===== src/rtl/m2764a_prog_seq.sv =====
// m2764a_prog_seq
// Programs a single byte of a 2764A-class EPROM using the interactive
// algorithm: repeated 1 ms programming pulses, each followed by a read-back
// verify. Once the byte reads back correctly, an overprogram pulse of
// OVP_MULT ms per pulse already used is applied. If the byte never verifies,
// the sequence gives up after MAX_TRIES pulses and raises a sticky fail flag.
//
// Ports
//   osc        24 MHz clock (single domain)
//   rst        synchronous active-high reset
//   cmd_start  one-cycle request to program one byte (accepted in IDLE only)
//   cmd_addr   target byte address
//   cmd_data   byte value to program
//   busy       sequence in progress (low in IDLE only)
//   done       one-cycle completion pulse
//   fail       sticky: last sequence used up MAX_TRIES without verifying
//   tries      pulses applied in the current or last sequence
//   dut_addr   EPROM A12..A0
//   dut_dout   data driven onto Q7..Q0 while dut_doe=1
//   dut_doe    1 = drive dut_dout onto the Q pins
//   dut_E      chip enable, active low
//   dut_G      output enable, active low
//   dut_P      program strobe, active low
//   dut_q      Q7..Q0 as sampled from the ZIF socket
//
// Every socket-facing output is a register, decoded from the next state, so
// all control pins change together on one clock edge. This keeps the
// bus-contention rules free of glitches: P is never low while G is low or
// while the bench is not driving Q, and Q is never driven while G is low.

module m2764a_prog_seq #(
  parameter int TICKS_PER_MS = 24000,
  parameter int SETTLE_CYC   = 24,
  parameter int MAX_TRIES    = 25,
  parameter int OVP_MULT     = 3
) (
  input  logic        osc,
  input  logic        rst,
  input  logic        cmd_start,
  input  logic [12:0] cmd_addr,
  input  logic [7:0]  cmd_data,
  output logic        busy,
  output logic        done,
  output logic        fail,
  output logic [4:0]  tries,
  output logic [12:0] dut_addr,
  output logic [7:0]  dut_dout,
  output logic        dut_doe,
  output logic        dut_E,
  output logic        dut_G,
  output logic        dut_P,
  input  logic [7:0]  dut_q
);

  typedef enum logic [2:0] {
    IDLE    = 3'd0,
    SETUP   = 3'd1,
    PULSE   = 3'd2,
    HOLD    = 3'd3,
    VERIFY  = 3'd4,
    OVSETUP = 3'd5,
    OVP     = 3'd6,
    FIN     = 3'd7
  } state_t;

  // The shared down-counter has to cover the longest overprogram pulse
  // (OVP_MULT * MAX_TRIES ms) as well as the settle and pulse phases.
  localparam int OVP_MAX_CYC = OVP_MULT * MAX_TRIES * TICKS_PER_MS;
  localparam int CNT_MAX_A   = (OVP_MAX_CYC > TICKS_PER_MS) ? OVP_MAX_CYC : TICKS_PER_MS;
  localparam int CNT_MAX     = (CNT_MAX_A > SETTLE_CYC) ? CNT_MAX_A : SETTLE_CYC;
  localparam int CNT_W       = $clog2(CNT_MAX + 1);

  // A phase that lasts N cycles is loaded with N-1 and exits when the count is 0.
  localparam logic [CNT_W-1:0] SETTLE_LOAD = CNT_W'(SETTLE_CYC - 1);
  localparam logic [CNT_W-1:0] PULSE_LOAD  = CNT_W'(TICKS_PER_MS - 1);
  localparam logic [CNT_W-1:0] OVP_STEP    = CNT_W'(OVP_MULT * TICKS_PER_MS);
  localparam logic [CNT_W-1:0] CNT_ONE     = CNT_W'(1);
  localparam logic [4:0]       MAX_TRIES_V = 5'(MAX_TRIES);

  state_t            state_r, state_s;
  logic [CNT_W-1:0]  cnt_r, cnt_s;
  logic [CNT_W-1:0]  ovp_len_s;
  logic              cnt_zero_s;
  logic [4:0]        tries_r, tries_s;
  logic              fail_r, fail_s;
  logic [12:0]       addr_r, addr_s;
  logic [7:0]        data_r, data_s;
  logic              busy_r, busy_s;
  logic              done_r, done_s;
  logic              doe_r, doe_s;
  logic              e_r, e_s;
  logic              g_r, g_s;
  logic              p_r, p_s;

  assign cnt_zero_s = (cnt_r == {CNT_W{1'b0}});
  // tries_r is at least 1 here because OVP is only reached after a pulse.
  assign ovp_len_s  = CNT_W'(tries_r) * OVP_STEP;

  // Next-state, counter, datapath and registered-output decode.
  always_comb begin
    state_s = state_r;
    cnt_s   = cnt_r;
    tries_s = tries_r;
    fail_s  = fail_r;
    addr_s  = addr_r;
    data_s  = data_r;

    case (state_r)
      IDLE: begin
        if (cmd_start) begin
          addr_s  = cmd_addr;
          data_s  = cmd_data;
          tries_s = 5'd0;
          fail_s  = 1'b0;
          // An erased location already reads 8'hFF: nothing to program.
          if (cmd_data == 8'hFF) begin
            state_s = FIN;
          end else begin
            state_s = SETUP;
            cnt_s   = SETTLE_LOAD;
          end
        end else begin
          state_s = IDLE;
        end
      end
      SETUP: begin
        if (cnt_zero_s) begin
          state_s = PULSE;
          cnt_s   = PULSE_LOAD;
        end else begin
          cnt_s = cnt_r - CNT_ONE;
        end
      end
      PULSE: begin
        if (cnt_zero_s) begin
          state_s = HOLD;
          cnt_s   = SETTLE_LOAD;
          tries_s = tries_r + 5'd1;
        end else begin
          cnt_s = cnt_r - CNT_ONE;
        end
      end
      HOLD: begin
        if (cnt_zero_s) begin
          state_s = VERIFY;
          cnt_s   = SETTLE_LOAD;
        end else begin
          cnt_s = cnt_r - CNT_ONE;
        end
      end
      VERIFY: begin
        // Q is only trusted on the last cycle, after the output has settled.
        if (cnt_zero_s) begin
          if (dut_q == data_r) begin
            state_s = OVSETUP;
            cnt_s   = SETTLE_LOAD;
          end else if (tries_r < MAX_TRIES_V) begin
            state_s = SETUP;
            cnt_s   = SETTLE_LOAD;
          end else begin
            fail_s  = 1'b1;
            state_s = FIN;
          end
        end else begin
          cnt_s = cnt_r - CNT_ONE;
        end
      end
      OVSETUP: begin
        if (cnt_zero_s) begin
          state_s = OVP;
          cnt_s   = ovp_len_s - CNT_ONE;
        end else begin
          cnt_s = cnt_r - CNT_ONE;
        end
      end
      OVP: begin
        if (cnt_zero_s) begin
          state_s = FIN;
        end else begin
          cnt_s = cnt_r - CNT_ONE;
        end
      end
      FIN: begin
        state_s = IDLE;
      end
      default: begin
        state_s = IDLE;
      end
    endcase

    // Socket pins for the state being entered; safe idle levels by default.
    busy_s = (state_s != IDLE);
    done_s = (state_s == FIN);
    e_s    = 1'b1;
    g_s    = 1'b1;
    p_s    = 1'b1;
    doe_s  = 1'b0;
    case (state_s)
      SETUP, HOLD, OVSETUP: begin
        e_s   = 1'b0;
        doe_s = 1'b1;
      end
      PULSE, OVP: begin
        e_s   = 1'b0;
        doe_s = 1'b1;
        p_s   = 1'b0;
      end
      VERIFY: begin
        e_s = 1'b0;
        g_s = 1'b0;
      end
      IDLE, FIN: begin
        e_s = 1'b1;
      end
      default: begin
        e_s = 1'b1;
      end
    endcase
  end

  // State, counter, latched command and output registers with synchronous reset.
  always_ff @(posedge osc) begin
    if (rst) begin
      state_r <= IDLE;
      cnt_r   <= {CNT_W{1'b0}};
      tries_r <= 5'd0;
      fail_r  <= 1'b0;
      addr_r  <= 13'd0;
      data_r  <= 8'd0;
      busy_r  <= 1'b0;
      done_r  <= 1'b0;
      doe_r   <= 1'b0;
      e_r     <= 1'b1;
      g_r     <= 1'b1;
      p_r     <= 1'b1;
    end else begin
      state_r <= state_s;
      cnt_r   <= cnt_s;
      tries_r <= tries_s;
      fail_r  <= fail_s;
      addr_r  <= addr_s;
      data_r  <= data_s;
      busy_r  <= busy_s;
      done_r  <= done_s;
      doe_r   <= doe_s;
      e_r     <= e_s;
      g_r     <= g_s;
      p_r     <= p_s;
    end
  end

  assign busy     = busy_r;
  assign done     = done_r;
  assign fail     = fail_r;
  assign tries    = tries_r;
  assign dut_addr = addr_r;
  assign dut_dout = data_r;
  assign dut_doe  = doe_r;
  assign dut_E    = e_r;
  assign dut_G    = g_r;
  assign dut_P    = p_r;

endmodule


===== config.mk =====
export PLATFORM = sky130hd
export DESIGN_NAME = m2764a_prog_seq
export DESIGN_NICKNAME = d
export VERILOG_FILES = /design/src/rtl/m2764a_prog_seq.sv
export SDC_FILE = /design/constraint.sdc
export NUM_CORES = 1
export LEC_CHECK = 0
export CAP_MARGIN = 20
export CORE_MARGIN = 2
export CORE_UTILIZATION = 36
export CTS_CLUSTER_DIAMETER = 50
export DETAILED_ROUTE_END_ITERATION = 16
export SYNTH_ARGS = -nofsm -noshare
export SYNTH_HDL_FRONTEND = slang
export SYNTH_SLANG_ARGS = --single-unit

===== constraint.sdc =====
create_clock -name osc -period 3 [get_ports osc]
set_input_delay 0.75 -clock osc [delete_from_list [all_inputs] [get_ports osc]]
set_output_delay 0.75 -clock osc [all_outputs]
set_load 0.005 [all_outputs]

# Word-level counts from Yosys, hierarchy flattened
# Cells that the tools add are included.
[word_totals]
register_bits = 57
input_bits = 32
elab_cells = 90
[classes]
add_sub_neg = 3
n_mul = 1
magnitude_cmp = 1
n_eq_ne = 24
n_mux = 33
reduce_logical = 16
[ops]
columns = ["operator", "count"]
rows = [
  ["two-way mux 21 bit", 9],
  ["case mux 21 bit (6 select lines)", 1],
  ["subtractor 21 x 1 -> 21 bit, second input constant", 2],
  ["two-way mux 3 bit", 10],
  ["== test 3 bit, second input constant", 8],
  ["case mux 3 bit (8 select lines)", 1],
  ["logical NOT 21 bit", 1],
  ["multiplier 5 x 11 -> 15 bit, second input constant", 1],
  ["inequality test 2 bit, second input constant", 7],
  ["== test 3 x 2 -> 1 bit, second input constant", 4],
  ["two-way mux 5 bit", 2],
  ["case mux 5 bit (2 select lines)", 1],
  ["AND reduction 5 bit", 2],
  ["== test 8 bit", 1],
  ["== test 8 bit, second input constant", 1],
  ["two-way mux 1 bit", 7],
  ["== test 3 x 1 -> 1 bit, second input constant", 2],
  ["logical NOT 3 bit", 2],
  ["nonzero test 6 bit", 1],
  ["OR reduction 2 bit", 3],
  ["OR reduction 6 bit", 1],
  ["adder 5 x 1 -> 5 bit, second input constant", 1],
  ["< comparator 5 bit, second input constant", 1],
  ["OR reduction 5 bit", 1],
  ["other kinds (6)", 8],
]

# Longest topological paths before layout
# Gate-level depths: netlist of run 1.
[logic_depth]
ltp_word = 8
depth_mapped = 16
ltp_nobuf = 16

# Worst setup path after synthesis of run 1
# Ideal clock, no wire load.
[synth_timing]
kind = "register to register"
startpoint = "reg tries_r[3], in the netlist tries[3]"
endpoint = "reg cnt_r[20]"
setup_time_ns = 0.087
arrival_ns = 3.162
setup_slack_ns = -0.249
stages_incl_launch_ff = 15
synth_period_minus_slack_ns = 3.249
path_cell_list = "dfxtp_1 -> inv_1 -> ha_1 -> inv_1 -> ha_1 -> inv_1 -> fa_1 -> nand2b_1 -> or2_2 -> o221ai_1 -> xnor2_1 -> and3_1 -> nand3_1 -> xnor2_1 -> o31ai_1"
[synth_via]
elab_chain_cells = 4
word_cells_on_any_way = 7
cone_classes = "add/sub: 1; mul: 1; order compare: 1; eq/ne: 1; mux: 2; reduce/logical: 1"
[synth_rtl]
columns = ["item", "line", "text"]
rows = [
  ["start: declaration", "84", "logic [4:0] tries_r, tries_s;"],
  ["start signal: assignment", "239", "tries_r <= tries_s;"],
  ["multiplier 5 x 11 -> 15 bit", "97", "assign ovp_len_s = CNT_W'(tries_r) * OVP_STEP;"],
  ["subtractor 21 x 1 -> 21 bit", "171", "cnt_s = ovp_len_s - CNT_ONE;"],
  ["two-way mux 21 bit", "169", "if (cnt_zero_s) begin"],
  ["case mux 21 bit (6 select lines)", "108", "case (state_r)"],
  ["end signal: assignment", "225", "cnt_r <= {CNT_W{1'b0}};"],
  ["end signal: assignment", "238", "cnt_r <= cnt_s;"],
  ["end: declaration", "81", "logic [CNT_W-1:0] cnt_r, cnt_s;"],
]
# Parallel ways exist; a longest one is shown, timed or not.
# A chain may end at the register's enable or synchronous reset.

# Worst setup path in the final report of run 1
[layout_timing]
startpoint = "reg tries_r[4], in the netlist tries[4]"
endpoint = "reg cnt_r[17]"
# Same word-level chain as after synthesis.

==> flow_summary.json, run 1 <==
{
  "drc": 0,
  "die_area_um2": 11600,
  "critPathLaunchType": "flip-flop",
  "hold_ws_ns": 0.455,
  "max_stage_delay_ns": 0.48,
  "holdCritStartpoint": "dut_addr[12]$_SDFFE_PP0P_",
  "drv_cap": 0,
  "viasPerCell": 5.36,
  "io_pins": 65,
  "crit_fanout": 4,
  "synth_cells": 498,
  "grt_usage_pct": 19.9,
  "pre_cts_slack_ns": -0.246,
  "die_w_um": 108,
  "finalNonFillerCells": 750,
  "synth-seq-cells": 57,
  "routed_wl_um": 11600,
  "leakage_nw": 2.20,
  "slew_viol_final": 0,
  "finalHoldViolations": 0,
  "core_area_um2": 10400,
  "cts_buffers": 9,
  "design_area_um2": 5550,
  "violations": "negative setup slack",
  "tightest_slew_ns": 0.697,
  "min_period_ns": 3.15,
  "path_class": "reg2reg",
  "slowest_stage": "fa_1",
  "end_kind": "flip-flop",
  "cp.required_ns": 3.24,
  "num_vias": 4017,
  "numPortBuffers": 64,
  "avgSynthCellArea_um2": 7.75,
  "irDropWorstVdd_mv": 0.341,
  "ys_types": 60,
  "crit_chain": "ha_4 > ha_4 > fa_1 > ha_4 > a311o_1 > a21oi_4 > xnor2_4 > nor3_2 > o31a_1 > o22a_1 > mux2i_1 > a211oi_1",
  "die_h_um": 108,
  "clk_pin_slew_ns": 0.06,
  "ys_warn_count": 0,
  "hp-class": "reg2reg",
  "finalCritPeriodShare_pct": 105,
  "num_antenna_cells": 0,
  "antenna_found_initial": 0,
  "reg2regPathDepth": 12,
  "drt_iter0_drc": 173,
  "wire_per_inst_um": 15.5,
  "reg2reg_slack_ns": -0.15,
  "cts_tree": "built",
  "synthArstFlopShare_pct": 0,
  "start_util_pct": 37.2,
  "min_path_cells": 2,
  "synth_edf_count": 0,
  "utilization_pct": 53.5,
  "clk_path_buf_depth": 2,
  "overflow": 0,
  "worst_clock_skew_ns": 0.0101,
  "setup_viol": 7,
  "clock.fmax_mhz": 317,
  "rr_endpoint": "cnt_r[17]$_SDFFE_PP0P_",
  "relSlewSlack_pct": 53.4,
  "root_buffer": "clkbuf_8",
  "rsz0062_at_grt": "yes",
  "grt_pass1_wl_um": 18500,
  "grt_pass1_vias": 3805,
  "place_congestion": 0.886,
  "drive_above_1_share_pct": 20.4,
  "hpwl_um": 8640,
  "ys.flop_type": "dfxtp_1",
  "ys_seq_area_share_pct": 29.6,
  "powerDensity_nw_per_um2": 764,
  "arrival_ns": 3.39,
  "place_area_um2": 5030,
  "rows": 37,
  "dr.pass1.iters": 4,
  "nets": 674,
  "dp_cells": 728,
  "htreeDepth": 3,
  "crit_family": "compound AO/OA/AOI/OAI gates",
  "min_to": "dut_addr[12]$_SDFFE_PP0P_",
  "path_common_cell": "ha_4",
  "syn_area_um2": 3860,
  "setup_ws_ns": -0.150,
  "grt_max_degree": 31,
  "regToRegStartpoint": "tries[4]$_SDFFE_PP0P_",
  "outcome": "finished with violations",
  "insertion_delay_ns": 0.34,
  "cts.sink_count": 57,
  "cp_num_buf_inv": 0,
  "syn_to_final_growth_pct": 43.8,
  "syn_nets": 562,
  "ant_nets": 0
}
[routing by layer]
metal,GRT usage [%],share of wire [%]
met4,6.32,1.4
met5,0,0
met1,27.3,47
met3,3.33,3.5
met2,31.7,48
[cell families after synthesis]
| family | Yosys count | share of synthesized area [%] |
|---|---|---|
| AOI/OAI and AO/OA | 134 | 21.7 |
| buffers and inverters | 37 | 3.89 |
| muxes | 3 | 0.778 |
| adders and majority gates | 32 | 10.8 |
| DFF | 57 | 29.6 |
| and+or+nand+nor | 195 | 24.2 |
| xor gates and xnor gates | 40 | 9.08 |
[per-stage QoR]
step | power (mW) | setup TNS [ns]
after floorplan | 2.51 | -0.113
after global placement | 3.30 | -0.609
after detailed placement | 3.32 | -1.06
after CTS | 4.17 | -0.455
after global routing | 4.53 | -1.54
final | 4.24 | -0.625
[power breakdown]
group / switching [mW] / total (mW) / internal (mW)
clock: 0.315 / 0.825 / 0.510
combinational: 1.26 / 2.29 / 1.02
sequential: 0.191 / 1.13 / 0.936
total: 1.77 / 4.24 / 2.47
[layout by cell type (no fill, tap or decap), drive strengths merged, types with 3 or more instances in the layout]
cell	synthesis	layout
nand2	76	76
clkdlybuf4s50	0	63
buf	5	58
dfxtp	57	57
a21oi	55	55
nor2	40	40
ha	30	30
xnor2	29	29
o21ai	28	28
nor3	19	19
inv	17	17
nand3	13	13
xor2	11	11
clkbuf	15	11
nand4	8	8
a31oi	7	7
or3	6	6
a22oi	5	5
or2	5	5
or4	5	5
a211oi	5	5
and3	4	4
nor3b	4	4
nor4	4	4
o221ai	4	4
nor2b	4	4
o22ai	3	3
o21a	3	3
a211o	3	3
o31ai	3	3
mux2i	3	3
[worst register-to-register path, delay by kind of cell, from the launching register on]
| kind | cells | cell delay [ns] |
|---|---|---|
| xor+xnor | 1 | 0.19 |
| compound gates | 5 | 1.32 |
| fa+ha+maj | 4 | 0.99 |
| flops | 1 | 0.37 |
| simple gates | 1 | 0.07 |
| mux | 1 | 0.12 |
[state kept, by name (all words and copies together), names as in the netlist]
register / count
dut_P: 1
dut_G: 1
tries: 5
cnt_r: 21
fail: 1
dut_dout: 8
dut_E: 1
dut_addr: 13
busy: 1
state_r: 3
done: 1
dut_doe: 1
[layout make-up]
class | count | area [um^2]
clock inverters | 4 | 76.3
well taps | 136 | 170
clock buffers | 11 | 151
flip-flops and latches | 57 | 1150
multi-input cells | 404 | 2850
fillers | 996 | 4820
inverters | 17 | 63.8
repair buffers | 121 | 1080
[synthesized netlist by cell type, drive strengths merged, types with 2 or more instances]
master	count	share of area (%)
nand2	76	7.4
dfxtp	57	30
a21oi	55	7.2
nor2	40	3.9
ha	30	9.7
xnor2	29	6.6
o21ai	28	3.7
nor3	19	2.5
inv	17	1.7
clkbuf	15	1.5
nand3	13	1.7
xor2	11	2.5
nand4	8	1.3
a31oi	7	1.1
or3	6	0.97
a211oi	5	1.1
a22oi	5	0.97
buf	5	0.78
or2	5	0.81
or4	5	1.2
and3	4	0.65
nor2b	4	0.65
nor3b	4	0.78
nor4	4	1.0
o221ai	4	0.91
a211o	3	0.68
mux2i	3	0.78
o21a	3	0.58
o22ai	3	0.49
o31ai	3	0.58
a21o	2	0.39
a221o	2	0.52
a311oi	2	0.45
fa	2	1.0
nand2b	2	0.32
o31a	2	0.49
or3b	2	0.52
[what timing repair did]
item | 4_1_cts | 5_1_grt
pin swaps | 14 | 9
setup endpoints to repair | 7 | 17
hold buffers | 0 | 0
gates resized for setup | 15 | 25
hold endpoints to repair | 0 | 0
buffers inserted | 1 | 6
[how the worst max path moves through the flow]
stage	to	slack, ns	cells after the start	from
after CTS	cnt_r[17]$_SDFFE_PP0P_	-0.12	12	tries[4]$_SDFFE_PP0P_
after floorplan	cnt_r[20]$_SDFFE_PP0P_	-0.06	12	tries[4]$_SDFFE_PP0P_
after global routing	cnt_r[20]$_SDFFE_PP0P_	-0.28	13	tries[4]$_SDFFE_PP0P_
after global placement	cnt_r[20]$_SDFFE_PP0P_	-0.15	12	tries[2]$_SDFFE_PP0P_
final	cnt_r[17]$_SDFFE_PP0P_	-0.15	12	tries[4]$_SDFFE_PP0P_
after detailed placement	cnt_r[20]$_SDFFE_PP0P_	-0.25	12	tries[2]$_SDFFE_PP0P_
Power figures use the tool's default switching activity.
==> run 2: changes to the inputs <==
==> constraint.sdc (replaced) <==
create_clock -name osc -period 3 [get_ports osc]
set_input_delay 0.3 -clock osc [delete_from_list [all_inputs] [get_ports osc]]
set_output_delay 0.3 -clock osc [all_outputs]
set_load 0.005 [all_outputs]
==> flow_summary.json, run 2 (synthesis gave the netlist of run 1 again) <==
{
  "outcome": "finished with violations",
  "violations": "negative setup slack",
  "hold_buffers": 0,
  "tightest_slew_ns": 0.705,
  "fin_setup_tns_ns": -0.330,
  "drc": 0,
  "layout_common_cells": "75 x nand2_1, 63 x clkdlybuf4s50_1, 53 x dfxtp_1, 52 x a21oi_1, 47 x buf_4",
  "die_h_um": 108,
  "drt_iter0_drc": 228,
  "pre_cts_slack_ns": -0.241,
  "drv_cap": 0,
  "antenna_found_initial": 0,
  "finalCritPeriodShare_pct": 104,
  "io_pins": 65,
  "start_util_pct": 37.2,
  "place_congestion": 0.894,
  "crit_chain": "ha_4 > ha_4 > fa_1 > ha_4 > a211o_1 > a211o_1 > a31oi_4 > nor4b_1 > a211oi_1 > buf_4 > nand3_2 > xnor2_1 > o31ai_1",
  "grt_pass1_vias": 3760,
  "setup_viol": 5,
  "clock.fmax_mhz": 321,
  "slowest_stage": "fa_1",
  "syn_to_final_growth_pct": 38.6,
  "overflow": 0,
  "root_buffer": "clkbuf_8",
  "drive_above_1_share_pct": 18.5,
  "insertion_delay_ns": 0.34,
  "viasPerCell": 5.35,
  "slew_viol_final": 0,
  "wire_per_inst_um": 15.3,
  "htreeDepth": 3,
  "place_area_um2": 5000,
  "max_stage_delay_ns": 0.49,
  "grt_pass1_wl_um": 18400,
  "design_area_um2": 5350,
  "leakage_nw": 2.12,
  "clk_path_buf_depth": 2,
  "min_period_ns": 3.11,
  "grt_usage_pct": 19.9,
  "cts_tree": "built",
  "core_area_um2": 10400,
  "relSlewSlack_pct": 52.5,
  "cts_buffers": 9,
  "grt_max_degree": 30,
  "hpwl_um": 8470,
  "utilization_pct": 51.5,
  "dr.pass1.iters": 4,
  "die_w_um": 108,
  "irDropWorstVdd_mv": 0.355,
  "regMostFlops": "cnt_r",
  "num_antenna_cells": 0,
  "numPortBuffers": 64,
  "num_vias": 3963,
  "cts.sink_count": 57,
  "critPathLaunchType": "flip-flop",
  "cp_num_buf_inv": 1,
  "cp.required_ns": 3.26,
  "clk_pin_slew_ns": 0.06,
  "ant_nets": 0,
  "path_class": "reg2reg",
  "rows": 37,
  "rsz0062_at_grt": "yes",
  "arrival_ns": 3.38,
  "routed_wl_um": 11400,
  "path_common_cell": "ha_4",
  "finalHoldViolations": 0,
  "end_kind": "flip-flop",
  "crit_family": "compound AO/OA/AOI/OAI gates",
  "die_area_um2": 11600,
  "final_common_cell": "nand2_1",
  "nets": 664,
  "setup_ws_ns": -0.112,
  "worst_clock_skew_ns": 0.00346,
  "powerDensity_nw_per_um2": 739,
  "crit_fanout": 4,
  "largest_reg_flops": 21,
  "hp-class": "in2reg"
}
## run 2: cell types whose count changed in the layout (fill, tap and decap cells not counted), sizes merged
| cell | previous run | this run |
|---|---|---|
| bufinv | 2 | 0 |
| clkinvlp | 1 | 2 |
| clkinv | 1 | 4 |
| buf | 58 | 48 |
| clkbuf | 11 | 10 |
## run 2: area by class of cell
class	count	area (um^2)
Fill cell	1006	5020
Multi-Input combinational cell	404	2810
Sequential cell	57	1150
Timing Repair Buffer	111	988
Tap cell	136	170
Clock buffer	10	128
Inverter	17	63.8
Clock inverter	6	35.0
## run 2: worst paths after layout
kind / end / depth (start not counted) / start / slack (ns)
min: tries[0]$_SDFFE_PP0P_ / 2 / rst / 0.42
max: cnt_r[20]$_SDFFE_PP0P_ / 13 / tries[4]$_SDFFE_PP0P_ / -0.11
min reg2reg: dut_addr[0]$_SDFFE_PP0P_ / 2 / dut_addr[0]$_SDFFE_PP0P_ / 0.45
max reg2reg: cnt_r[20]$_SDFFE_PP0P_ / 13 / tries[4]$_SDFFE_PP0P_ / -0.11
## run 2: layer usage
layer,global-route usage [%],part of all wire [%],vias to the layer above
met5,0,0,-
met4,5.86,1.6,0
met3,3.63,4.2,15
met2,32.2,48,91
met1,26.9,46,1870
li1,-,-,1987
## run 2: power by group
part,leakage [nW],internal [mW],switching [mW]
Combinational,1.57,0.985,1.23
Clock,0.0818,0.293,0.320
Sequential,0.468,0.935,0.181
Total,2.12,2.21,1.74
## run 2: metrics by stage
stage,hold slack (ns),std cells,power (mW)
6_report,0.425,741,3.95
3_5_place_dp,0.447,724,3.29
3_3_place_gp,0.442,724,3.25
4_1_cts,0.412,740,3.92
5_1_grt,0.452,741,4.26
2_1_floorplan,0.436,498,2.51
## run 2: what timing repair did
item / 4_1_cts / 5_1_grt
endpoints found under the setup margin: 7 / 15
gates resized for setup: 24 / 10
setup buffers: 0 / 1
pin swaps: 22 / 12
